<file path="src/rtl/tscs_error_corrector_pkg.sv">
// Shared constants and FSM encoding for the test-syndrome error corrector.
// Latency: n/a (declarations only).
// Backpressure: n/a.
package tscs_error_corrector_pkg;

   localparam int DEF_PARALLELISM = 4;
   localparam int DEF_ALPHA_NUM   = 3;
   localparam int DEF_CNT_W       = $clog2(DEF_ALPHA_NUM + 1);

   typedef enum logic [1:0] {
      ST_IDLE   = 2'd0,
      ST_RUN    = 2'd1,
      ST_REPORT = 2'd2
   } state_t;

endpackage

</file>
<file path="src/rtl/tscs_error_corrector_loc_flag_reduce.sv">
// Reduces one beat of root/lane location flags into lane flips, root hits and a collision bit.
// Latency: purely combinational.
// Backpressure: none; evaluated every cycle, the caller decides whether the beat counts.
module loc_flag_reduce #(
   parameter int PARALLELISM = 4,
   parameter int ALPHA_NUM   = 3
)(
   input  logic [ALPHA_NUM*PARALLELISM-1:0] alpha_loc,
   input  logic [ALPHA_NUM-1:0]             root_en,
   output logic [PARALLELISM-1:0]           flip,
   output logic [ALPHA_NUM-1:0]             root_hit,
   output logic                             collide
);

   // Walk every (root, lane) pair; a second hit on a lane or a root within
   // this beat means either two roots share a lane or one root spans two lanes.
   always_comb begin
      flip     = '0;
      root_hit = '0;
      collide  = 1'b0;
      for (int j = 0; j < PARALLELISM; j++) begin
         for (int i = 0; i < ALPHA_NUM; i++) begin
            if (alpha_loc[i + j*ALPHA_NUM] && root_en[i]) begin
               if (flip[j] || root_hit[i]) begin
                  collide = 1'b1;
               end
               flip[j]     = 1'b1;
               root_hit[i] = 1'b1;
            end
         end
      end
   end

endmodule

</file>
<file path="src/rtl/tscs_error_corrector.sv">
// Flips Chien-flagged codeword bits and reports per-word correction success or failure.
// Latency: corrected beat 1 cycle after acceptance; out_done 1 cycle after the last beat's data.
// Backpressure: none; beats outside a word are dropped, in_ctr_init aborts any open word.
module tscs_error_corrector
   import tscs_error_corrector_pkg::*;
#(
   parameter int PARALLELISM = DEF_PARALLELISM,
   parameter int ALPHA_NUM   = DEF_ALPHA_NUM,
   parameter int CNT_W       = $clog2(ALPHA_NUM + 1)
)(
   input  logic                             clk,
   input  logic                             in_ctr_Arst_n,
   input  logic                             in_ctr_Srst,
   input  logic                             in_ctr_init,
   input  logic                             in_ctr_en,
   input  logic                             in_ctr_done,
   input  logic [CNT_W-1:0]                 in_err_cnt,
   input  logic [ALPHA_NUM*PARALLELISM-1:0] in_alpha_loc,
   input  logic [PARALLELISM-1:0]           in_data,
   output logic [PARALLELISM-1:0]           out_data,
   output logic                             out_valid,
   output logic                             out_last,
   output logic [CNT_W-1:0]                 out_corr_cnt,
   output logic                             out_done,
   output logic                             out_fail
);

   localparam logic [CNT_W:0] MAX_CNT = ALPHA_NUM[CNT_W:0];

   state_t                 state;
   state_t                 state_nxt;
   logic [CNT_W-1:0]       cnt_lat;
   logic [CNT_W-1:0]       cnt_use;
   logic [CNT_W-1:0]       hit_pop;
   logic [ALPHA_NUM-1:0]   hit;
   logic [ALPHA_NUM-1:0]   hit_base;
   logic [ALPHA_NUM-1:0]   hit_nxt;
   logic [ALPHA_NUM-1:0]   root_en;
   logic [ALPHA_NUM-1:0]   beat_hit;
   logic [PARALLELISM-1:0] flip;
   logic                   dup;
   logic                   dup_base;
   logic                   dup_nxt;
   logic                   collide;
   logic                   accept;
   logic                   report;
   logic                   fail_cond;

   // Root mask: an init beat already uses the incoming count, later beats the latched one.
   always_comb begin
      cnt_use = in_ctr_init ? in_err_cnt : cnt_lat;
      for (int i = 0; i < ALPHA_NUM; i++) begin
         root_en[i] = (i < int'(cnt_use));
      end
   end

   loc_flag_reduce #(
      .PARALLELISM (PARALLELISM),
      .ALPHA_NUM   (ALPHA_NUM)
   ) u_reduce (
      .alpha_loc (in_alpha_loc),
      .root_en   (root_en),
      .flip      (flip),
      .root_hit  (beat_hit),
      .collide   (collide)
   );

   // Sticky hit/dup tracking; init starts a fresh word so prior state is discarded.
   always_comb begin
      accept   = in_ctr_en && (in_ctr_init || (state == ST_RUN));
      report   = (state == ST_REPORT) && !in_ctr_init;
      hit_base = in_ctr_init ? '0 : hit;
      dup_base = in_ctr_init ? 1'b0 : dup;
      hit_nxt  = hit_base;
      dup_nxt  = dup_base;
      if (accept) begin
         hit_nxt = hit_base | beat_hit;
         dup_nxt = dup_base | collide | (|(hit_base & beat_hit));
      end
      hit_pop = '0;
      for (int i = 0; i < ALPHA_NUM; i++) begin
         hit_pop = hit_pop + CNT_W'(hit_nxt[i]);
      end
      fail_cond = (hit_pop != cnt_lat) || dup || ({1'b0, cnt_lat} > MAX_CNT);
   end

   // Next state: init always (re)opens a word, closing at once if done is also set.
   always_comb begin
      state_nxt = state;
      if (in_ctr_init) begin
         state_nxt = in_ctr_done ? ST_REPORT : ST_RUN;
      end else begin
         case (state)
            ST_IDLE:   state_nxt = ST_IDLE;
            ST_RUN:    if (in_ctr_done) state_nxt = ST_REPORT;
            ST_REPORT: state_nxt = ST_IDLE;
            default:   state_nxt = ST_IDLE;
         endcase
      end
   end

   // State, tracking and output registers; both resets clear everything.
   always_ff @(posedge clk or negedge in_ctr_Arst_n) begin
      if (!in_ctr_Arst_n) begin
         state        <= ST_IDLE;
         cnt_lat      <= '0;
         hit          <= '0;
         dup          <= 1'b0;
         out_data     <= '0;
         out_valid    <= 1'b0;
         out_last     <= 1'b0;
         out_corr_cnt <= '0;
         out_done     <= 1'b0;
         out_fail     <= 1'b0;
      end else if (in_ctr_Srst) begin
         state        <= ST_IDLE;
         cnt_lat      <= '0;
         hit          <= '0;
         dup          <= 1'b0;
         out_data     <= '0;
         out_valid    <= 1'b0;
         out_last     <= 1'b0;
         out_corr_cnt <= '0;
         out_done     <= 1'b0;
         out_fail     <= 1'b0;
      end else begin
         state <= state_nxt;
         if (in_ctr_init) begin
            cnt_lat <= in_err_cnt;
         end
         hit          <= hit_nxt;
         dup          <= dup_nxt;
         out_data     <= accept ? (in_data ^ flip) : '0;
         out_valid    <= accept;
         out_last     <= accept && in_ctr_done;
         out_corr_cnt <= hit_pop;
         out_done     <= report;
         out_fail     <= report && fail_cond;
      end
   end

endmodule

</file>
<file path="config.mk">
export PLATFORM = sky130hd
export DESIGN_NAME = tscs_error_corrector
export DESIGN_NICKNAME = d
export VERILOG_FILES = /design/src/rtl/tscs_error_corrector_pkg.sv /design/src/rtl/tscs_error_corrector_loc_flag_reduce.sv /design/src/rtl/tscs_error_corrector.sv
export SDC_FILE = /design/constraint.sdc
export NUM_CORES = 1
export LEC_CHECK = 0
export CORE_MARGIN = 2
export CORE_UTILIZATION = 50
export CTS_BUF_LIST = sky130_fd_sc_hd__clkbuf_8
export DETAILED_ROUTE_END_ITERATION = 7
export PLACE_DENSITY_LB_ADDON = 0.25
export RECOVER_POWER = 25
export SLEW_MARGIN = 20
export SYNTH_ARGS = -nofsm -noshare
export SYNTH_HDL_FRONTEND = slang
export SYNTH_SLANG_ARGS = --single-unit
</file>
<file path="constraint.sdc">
create_clock -name clk -period 6.1 [get_ports clk]
set_input_delay 1.22 -clock clk [delete_from_list [all_inputs] [get_ports clk]]
set_output_delay 1.22 -clock clk [all_outputs]
set_load 0.01 [all_outputs]
</file>
==> results.py <==
metrics = {
    "logic_synthesis": {
        "netlist_area_um2": 1032,
        "yosys.cell_types.count": 43,
        "synth_top_area_cell": "dfrtp_1",
        "async_flop_share_pct": 100.0,
        "synthesis.instances": 105,
        "syn_nets": 130,
        "synth_seq_cells": 18,
        "synth_warnings": 0,
        "yosysSeqAreaShare_pct": 43.64,
        "synth_edf_count": 0,
        "avgSynthCellArea_um2": 9.831,
        "synth_top_area_share_pct": 43.64,
        "ys_dominant_reg_cell": "dfrtp_1",
        "synth_area_leaders": "dfrtp_1 44%, xor2_1 5.1%, nand2b_1 3.0%",
    },
    "flow_run": {
        "cap_violations": 0,
    },
    "die": {
        "fp.dieH_um": 49.44,
        "ios": 34,
        "die_w_um": 49.44,
        "design.die.area_um2": 2444,
        "coreArea_um2": 1962,
        "row_count": 16,
        "start_util_pct": 52.61,
    },
    "clocking": {
        "cts_sinks": 18,
        "cts_made_buffers": 3,
        "clockBufferDepth": 2,
        "cts_tree": "done",
        "root_buffer": "clkbuf_8",
        "post_cts_buffers": 0,
        "h-tree-depth": 1,
        "path_clk_slew_ns": 0.06,
        "postCtsResizedCells": 0,
        "cts_hold_buf": 0,
        "clock_latency_ns": 0.25,
    },
    "layout": {
        "nets": 163,
        "stdcell_count": 164,
        "layout_commonest_cell": "clkdlybuf4s50_1",
        "area_growth_pct": 38.06,
        "drive_above_1_share_pct": 5.109,
        "final_cell_mix": "32 x clkdlybuf4s50_1, 18 x dfrtp_1, 7 x nor2_1",
        "n_antenna_cell": 0,
    },
    "worst_setup_path": {
        "required_ns": 6.24,
        "worstSetupEndpointType": "register",
        "critPathMaxFanout": 13,
        "worst-r2r-cell-count": 7,
        "timing_worst_setup_path_type": "primary input to register",
        "crit_arrival_ns": 3.83,
        "cp-start-kind": "primary input",
    },
    "power": {
        "powerDensity_nw_per_um2": 203.2,
        "p_leak_nw": 0.6013,
        "max-vdd-ir-drop_uv": 122.8,
        "finalPower_mw": 0.2895,
    },
    "hold_path": {
        "hp-class": "register to register",
        "hold_depth": 1,
    },
    "global_route": {
        "overflow": 0,
        "first_global_vias": 951,
        "grt_max_degree": 19,
        "antenna_found_initial": 0,
        "track_usage_pct": 23.11,
        "grt_pass1_wl_um": 4284,
    },
    "detailed_routing": {
        "ant_nets": 0,
        "drt_iter0_markers": 34,
        "wl_met2_um": 1367,
        "drc": 0,
        "first_pass_iters": 4,
        "via_per_inst": 5.884,
        "wl_per_cell_um": 15.70,
        "top_layer_used": "met4",
        "num_vias": 965,
        "routed_wl_um": 2574,
        "met3RoutedLength_um": 120,
        "wl_met1_um": 1029,
    },
    "placed_design": {
        "dpl_worst_slack_ns": 2.180,
        "place_inst": 160,
        "gp_congestion": 0.8984,
        "numPortBuffers": 33,
        "hpwl_um": 1994,
    },
    "sta": {
        "fin_crit_sh_pct": 60.59,
        "period_minus_slack_ns": 3.696,
        "skew_ns": 0.002299,
        "finalSetupViolations": 0,
        "fin_setup_tns_ns": 0,
        "rsz0062_at_grt": "false",
        "setup_ws_ns": 2.404,
        "hold_viol_final": 0,
        "slew_viol_final": 0,
        "tightest_slew_ns": 0.7690,
        "fmax_ghz": 0.2706,
        "maxSlewHeadroom_pct": 48.57,
    },
    "outcome": {
        "status": "finished, final reports clean",
    },
}
-- logic make-up after synthesis --
family	count (synthesis)	synth area share (%)
flops	18	43.64
buf+inv	8	3.636
fa+ha+maj	1	1.939
compound gates	31	22.55
xor+xnor	6	5.091
mux	3	3.030
simple gates	38	20.12
-- flip-flops by register name, indices dropped and copies added, names as in the netlist --
register      flops
cnt_lat           2
dup               1
hit               3
out_corr_cnt      2
out_data          4
out_done          1
out_fail          1
out_last          1
out_valid         1
state             2
-- Yosys cell counts (all sizes together) (3+ instances only) --
library cell / n
a21oi: 5
nand2b: 5
inv: 3
dfrtp: 18
o21ai: 5
a222oi: 3
nand2: 4
nor3: 3
nor2: 7
xor2: 6
nor2b: 5
or3: 3
clkbuf: 3
-- metrics by stage --
| step | area [um2] | util, % | hold WS [ns] |
|---|---|---|---|
| 4_1_cts | 1425 | 72.64 | 0.5022 |
| 2_1_floorplan | 1032 | - | 0.4192 |
| 5_1_grt | 1425 | 72.64 | 0.5135 |
| 3_3_place_gp | 1370 | 69.83 | 0.4598 |
| 3_5_place_dp | 1370 | 69.83 | 0.4601 |
| 6_report | 1425 | 72.64 | 0.4961 |
-- power by group --
part           leakage, nW  switching [mW]  internal [mW]
clock               0.0288          0.0379         0.0573
combinational        0.328          0.0327         0.0342
sequential           0.245         0.00278          0.125
-- critical path, cell delays in order --
cell,delay (ns)
clkdlybuf4s50_1,0.63
o21ai_1,0.62
o41ai_1,0.16
o21ai_0,0.28
fa_1,0.51
xor2_1,0.17
o31a_1,0.24
-- layer usage --
layer / vias up / global-route usage [%]
met5: - / 0
met4: 0 / 9.722
met3: 7 / 3.067
met2: 37 / 42.34
met1: 462 / 26.77
li1: 459 / -
-- final cells by class --
cell class,instances,area (um2)
Clock buffer,4,55.05
Inverter,3,11.26
Timing Repair Buffer,33,330.3
Tap cell,27,33.78
Fill cell,157,536.8
Multi-Input combinational cell,79,544.3
Sequential cell,18,450.4
-- final timing paths --
check,to,slack [ns],startpoint
max in group asynchronous,hit[1]$_DFF_PN0_,4.14,in_ctr_Arst_n
worst min register to register,out_done$_DFF_PN0_,0.50,state[0]$_DFFE_PN0P_
min in group asynchronous,out_done$_DFF_PN0_,1.49,in_ctr_Arst_n
worst min-delay path,out_done$_DFF_PN0_,0.50,state[0]$_DFFE_PN0P_
worst max-delay path,out_fail$_DFF_PN0_,2.40,in_ctr_init
worst max register to register,out_fail$_DFF_PN0_,3.61,cnt_lat[1]$_DFF_PN0_
(Power assumes the default switching activity.)
==> patch 1 (config.mk and constraints unchanged) <==
Register the inputs `in_ctr_init`, `in_ctr_en`, `in_ctr_done`, `in_err_cnt`, `in_alpha_loc` and `in_data` before use, without a reset. The logic sees them one clock later.
--- a/src/rtl/tscs_error_corrector.sv
+++ b/src/rtl/tscs_error_corrector.sv
@@ -29,2 +29,18 @@
 
+   logic in_ctr_init_q;
+   logic in_ctr_en_q;
+   logic in_ctr_done_q;
+   logic [CNT_W-1:0] in_err_cnt_q;
+   logic [ALPHA_NUM*PARALLELISM-1:0] in_alpha_loc_q;
+   logic [PARALLELISM-1:0] in_data_q;
+
+   always_ff @(posedge clk) begin
+      in_ctr_init_q  <= in_ctr_init;
+      in_ctr_en_q    <= in_ctr_en;
+      in_ctr_done_q  <= in_ctr_done;
+      in_err_cnt_q   <= in_err_cnt;
+      in_alpha_loc_q <= in_alpha_loc;
+      in_data_q      <= in_data;
+   end
+
    state_t                 state;
@@ -50,3 +66,3 @@
    always_comb begin
-      cnt_use = in_ctr_init ? in_err_cnt : cnt_lat;
+      cnt_use = in_ctr_init_q ? in_err_cnt_q : cnt_lat;
       for (int i = 0; i < ALPHA_NUM; i++) begin
@@ -60,3 +76,3 @@
    ) u_reduce (
-      .alpha_loc (in_alpha_loc),
+      .alpha_loc (in_alpha_loc_q),
       .root_en   (root_en),
@@ -69,6 +85,6 @@
    always_comb begin
-      accept   = in_ctr_en && (in_ctr_init || (state == ST_RUN));
-      report   = (state == ST_REPORT) && !in_ctr_init;
-      hit_base = in_ctr_init ? '0 : hit;
-      dup_base = in_ctr_init ? 1'b0 : dup;
+      accept   = in_ctr_en_q && (in_ctr_init_q || (state == ST_RUN));
+      report   = (state == ST_REPORT) && !in_ctr_init_q;
+      hit_base = in_ctr_init_q ? '0 : hit;
+      dup_base = in_ctr_init_q ? 1'b0 : dup;
       hit_nxt  = hit_base;
@@ -89,4 +105,4 @@
       state_nxt = state;
-      if (in_ctr_init) begin
-         state_nxt = in_ctr_done ? ST_REPORT : ST_RUN;
+      if (in_ctr_init_q) begin
+         state_nxt = in_ctr_done_q ? ST_REPORT : ST_RUN;
       end else begin
@@ -94,3 +110,3 @@
             ST_IDLE:   state_nxt = ST_IDLE;
-            ST_RUN:    if (in_ctr_done) state_nxt = ST_REPORT;
+            ST_RUN:    if (in_ctr_done_q) state_nxt = ST_REPORT;
             ST_REPORT: state_nxt = ST_IDLE;
@@ -127,4 +143,4 @@
          state <= state_nxt;
-         if (in_ctr_init) begin
-            cnt_lat <= in_err_cnt;
+         if (in_ctr_init_q) begin
+            cnt_lat <= in_err_cnt_q;
          end
@@ -132,5 +148,5 @@
          dup          <= dup_nxt;
-         out_data     <= accept ? (in_data ^ flip) : '0;
+         out_data     <= accept ? (in_data_q ^ flip) : '0;
          out_valid    <= accept;
-         out_last     <= accept && in_ctr_done;
+         out_last     <= accept && in_ctr_done_q;
          out_corr_cnt <= hit_pop;
Check against the original RTL: not equivalent (Yosys sat finds a counterexample within 4 cycles, from zero or initial values and one cycle with in_ctr_Arst_n low).
==> patch 1 against the original RTL <==
  * Combinational power down 9.9%
  * Maximum frequency increased by 47%
  * Setup slack improved by 1.2 ns
  * Cell area up 36%
  * Critical path depth down 1
  * Area after synthesis is 48% higher
  * Count of clock-buffer cells in the layout grew 2
  * Sequential power grew 120%
  * Synthesized cell count is 28% higher
  * Total power grew 76%
  * Register-to-register slack worse by 0.03 ns
  * Wire length rose by 11%
  * Sequential cell count up 21
  * Largest cell class is now flip-flops and latches
==> patch 1: results (changes against the original RTL) <==
Status
  – Status: finished, final reports clean

Global routing
  – First-pass GRT wire length: 4.685 mm (+9.4%)
  – Vias in the first global route: 1072 (+13%)

Timing
  – Hold WS: 0.4564 ns (-0.03975 ns)
  – Worst Tran Pin Value: 0.7815 ns (+0.01250 ns)

Cells and area
  – Regs by FF count: in_alpha_loc_q (12), in_data_q (4), out_data (4)
  – Fin util: 64.96% (-7.7 points)
  – NumNets Final: 193 (+18%)

Drt
  – Initial DRC Count: 62 (+82%)
  – Vias: 1155 (+20%)
  – M1 WL: 1.215 mm (+18%)
  – WL met2: 1.422 mm (+4.0%)
  – WL final: 2.856 mm (+11%)
  – DRT Pass-1 Iters: 6 (+2)

Logic synthesis
  – Area contributors post-synth: dfrtp_1, dfxtp_1, nor2_1, xor2_1, buf_6
  – Post-synth top cells: dfxtp_1, dfrtp_1, nor2_1
  – Post-synth top area share: 29.58% (-14 points)
  – Xor and xnor area share after synthesis: 3.451% (-1.6 points)
  – Syn_area_per_cell: 11.36 um2 (+16%)

Worst setup path
  – Largest fanout on the critical path: 14 (+1)
  – CP max stage delay: 0.65 ns (+0.02 ns)

Placement
  – Post-placement cell area: 1844 um2 (+35%)
  – Placed Cells: 194 (+21%)
  – Worst slack at placement: 3.477 ns (+1.297 ns)
  – Hpwl dp: 2.126 mm (+6.6%)
## patch 1: cell types whose count changed in the layout (fill, tap and decap cells not counted), moves of 4 or more
cell / unedited run / this run
clkdlybuf4s50_1: 32 / 17
a31oi_1: 1 / 5
nand2_1: 4 / 8
dlygate4sd3_1: 1 / 16
dfxtp_1: 0 / 21
nor2_1: 7 / 13
nand2b_1: 5 / 0
## patch 1: per-layer routing
metal  up-vias  track usage (%)
li1        551                -
met4         0            7.792
met3         6            7.860
met2        46            30.77
met1       552            21.02
met5         -                0
## patch 1: report_power, final
group / internal, mW / switching [mW] / leakage (nW)
Combinational: 0.0329 / 0.0273 / 0.330
Sequential: 0.269 / 0.0127 / 0.422
Clock: 0.0887 / 0.0786 / 0.0500
## patch 1: area by class of cell
class	instances	share of cell area, %
inverters	2	0.3881
clock buffers	6	4.269
repair buffers	33	17.08
clock inverters	2	0.3881
flip-flops and latches	39	45.02
multi-input cells	87	30.72
well taps	33	2.135
==> patch 2 (same settings) <==
Without the edit above. The package constant `DEF_PARALLELISM` goes from 4 to 2.
--- a/src/rtl/tscs_error_corrector_pkg.sv
+++ b/src/rtl/tscs_error_corrector_pkg.sv
@@ -5,3 +5,3 @@
 
-   localparam int DEF_PARALLELISM = 4;
+   localparam int DEF_PARALLELISM = 2;
    localparam int DEF_ALPHA_NUM   = 3;
Interface: changed (resized in_alpha_loc, in_data and out_data); port bits go from 34 to 24. No check against the original RTL was run, so the function may have changed too.
==> patch 2 against the original RTL <==
  * Maximum frequency is 2.5% higher
  * Critical endpoint unchanged
  * Wire length decreased by 35%
  * Area after synthesis fell by 21%
  * Setup slack better by 0.092 ns
  * Sequential cell count shrank 2
  * Global-route usage fell by 2.2 points
  * Utilization up 0.95 points
  * Total power down 14%
  * First-iteration DRC count fell by 74%
  * Largest power group unchanged
  * Cell area down 22%
  * Critical path depth is 1 higher
==> patch 2: results (changes against the original RTL) <==
Logic synthesis
  – Post-synthesis sequential area ratio: 49.31% (+5.7 points)
  – Area contributors post-synth: dfrtp_1, nor2b_1, nor2_1, o22ai_1, inv_1
  – Syn_nets: 100 (-23%)
  – Post-synth top cells: dfrtp_1, nor2_1, nor2b_1
  – Post-synth top area share: 49.31% (+5.7 points)
  – Unique cell type count in the Yosys netlist: 33 (-23%)
  – Syn Inst Count: 83 (-21%)
  – Synth Warn #: 0 (unchanged)
  – Post-synth ARST share: 100.0% (unchanged)

Global routing
  – Largest net degree at the start of global routing: 17 (-2)
  – Initial antenna violation count: 0 (unchanged)
  – GRT Resource Usage Total: 20.89% (-2.2 points)
  – First-pass GRT wire length: 2.946 mm (-31%)
  – GR Util met3: 6.939% (+3.9 points)
  – Vias in the first global route: 681 (-28%)
  – GR Layer Usage met1: 24.87% (-1.9 points)
  – GR Layer Usage met2: 35.29% (-7.0 points)

Cells and area
  – Largest Register: hit
  – Ant. Diodes: 0 (unchanged)
  – Flip-flop count of the largest register after layout: 3 (-1)
  – NumNets Final: 126 (-23%)
  – Share of cells above drive strength 1: 5.556% (+0.45 points)
  – Finished Layout Cells: 124 (-24%)

Worst setup path
  – Crit path DAT: 3.74 ns (-0.09 ns)
  – Largest fanout on the critical path: 14 (+1)

Placement
  – Worst slack at placement: 2.299 ns (+0.1188 ns)
  – Hpwl dp: 1.321 mm (-34%)
  – Buffers on Ports: 23 (-30%)
  – Routability cong.: 0.8646 (-3.8%)
  – Post-placement cell area: 1054 um2 (-23%)

Drt
  – WL met2: 831 um (-39%)
  – Post-DRT Antenna Nets: 0 (unchanged)
  – M1 WL: 698 um (-32%)
  – Max Used Layer: met4
  – DRT Pass-1 Iters: 6 (+2)
  – Met3 wire length: 106 um (-12%)
  – Initial DRC Count: 9 (-74%)
  – Avg WL per Cell: 13.42 um (-14%)
  – Vias: 691 (-28%)

CTS
  – Postcts setup bufs: 0 (unchanged)
  – H-Tree Depth: 1 (unchanged)
  – CTS max path bufs: 2 (unchanged)
  – Root buf cell: clkbuf_8
  – # resized after CTS: 0 (unchanged)
  – Worst-Skew Late Latency: 0.25 ns (about the same)
  – Clk pin slew, worst setup/hold paths: 0.06 ns (about the same)
  – TritonCTS buffer count: 3 (unchanged)

Power
  – Leakage: 0.5004 nW (-17%)
  – Worst vdd ir: 0.0001495 V (+22%)

Status
  – Status: finished, final reports clean

Timing
  – Relative slew slack: 56.67% (+8.1 points)
  – Clock Skews: 0.0007001 ns (-0.001599 ns)

Min path
  – Worst hold path class: reg2reg
-- patch 2: path summary, 6_finish.rpt --
path	from	end	slack (ns)	cells past startpoint
max in group asynchronous	in_ctr_Arst_n	hit[1]$_DFF_PN0_	4.25	1
setup / recovery	in_ctr_init	out_fail$_DFF_PN0_	2.50	8
hold reg to reg	state[0]$_DFFE_PN0P_	out_done$_DFF_PN0_	0.47	1
hold / removal	state[0]$_DFFE_PN0P_	out_done$_DFF_PN0_	0.47	1
min in group asynchronous	in_ctr_Arst_n	out_data[0]$_DFF_PN0_	1.44	1
setup reg to reg	cnt_lat[0]$_DFF_PN0_	out_fail$_DFF_PN0_	3.75	7
-- patch 2: layout make-up --
| type | count | area (um2) |
|---|---|---|
| multi-input cells | 59 | 380.4 |
| inverters | 6 | 22.52 |
| repair buffers | 23 | 230.2 |
| well taps | 16 | 20.02 |
| fillers | 116 | 397.9 |
| flip-flops and latches | 16 | 400.4 |
| clock buffers | 4 | 55.05 |
-- patch 2: cell families (layout without fill, tap and decap cells) --
family                     Yosys count  count (layout)  synth area share, %
AOI/OAI and AO/OA                   17              17                13.71
DFF                                 16              16                49.31
and+or+nand+nor                     35              35                23.73
buffers and inverters                8              33                3.851
muxes                                2               2                2.619
adders and majority gates            1               1                2.465
xor gates and xnor gates             4               4                4.315
-- patch 2: report_power, final --
part,internal (mW),switching (mW)
Combinational,0.0231,0.0204
Sequential,0.110,0.00254
Clock,0.0572,0.0338
Total,0.191,0.0568
-- patch 2: worst max-delay path, stage by stage --
cell and delay (ns):
clkdlybuf4s50_1 0.73, or3b_1 0.43, nand3_1 0.16, and2_1 0.18, o22ai_1 0.11, fa_1 0.50
xor2_1 0.16, o31a_1 0.24
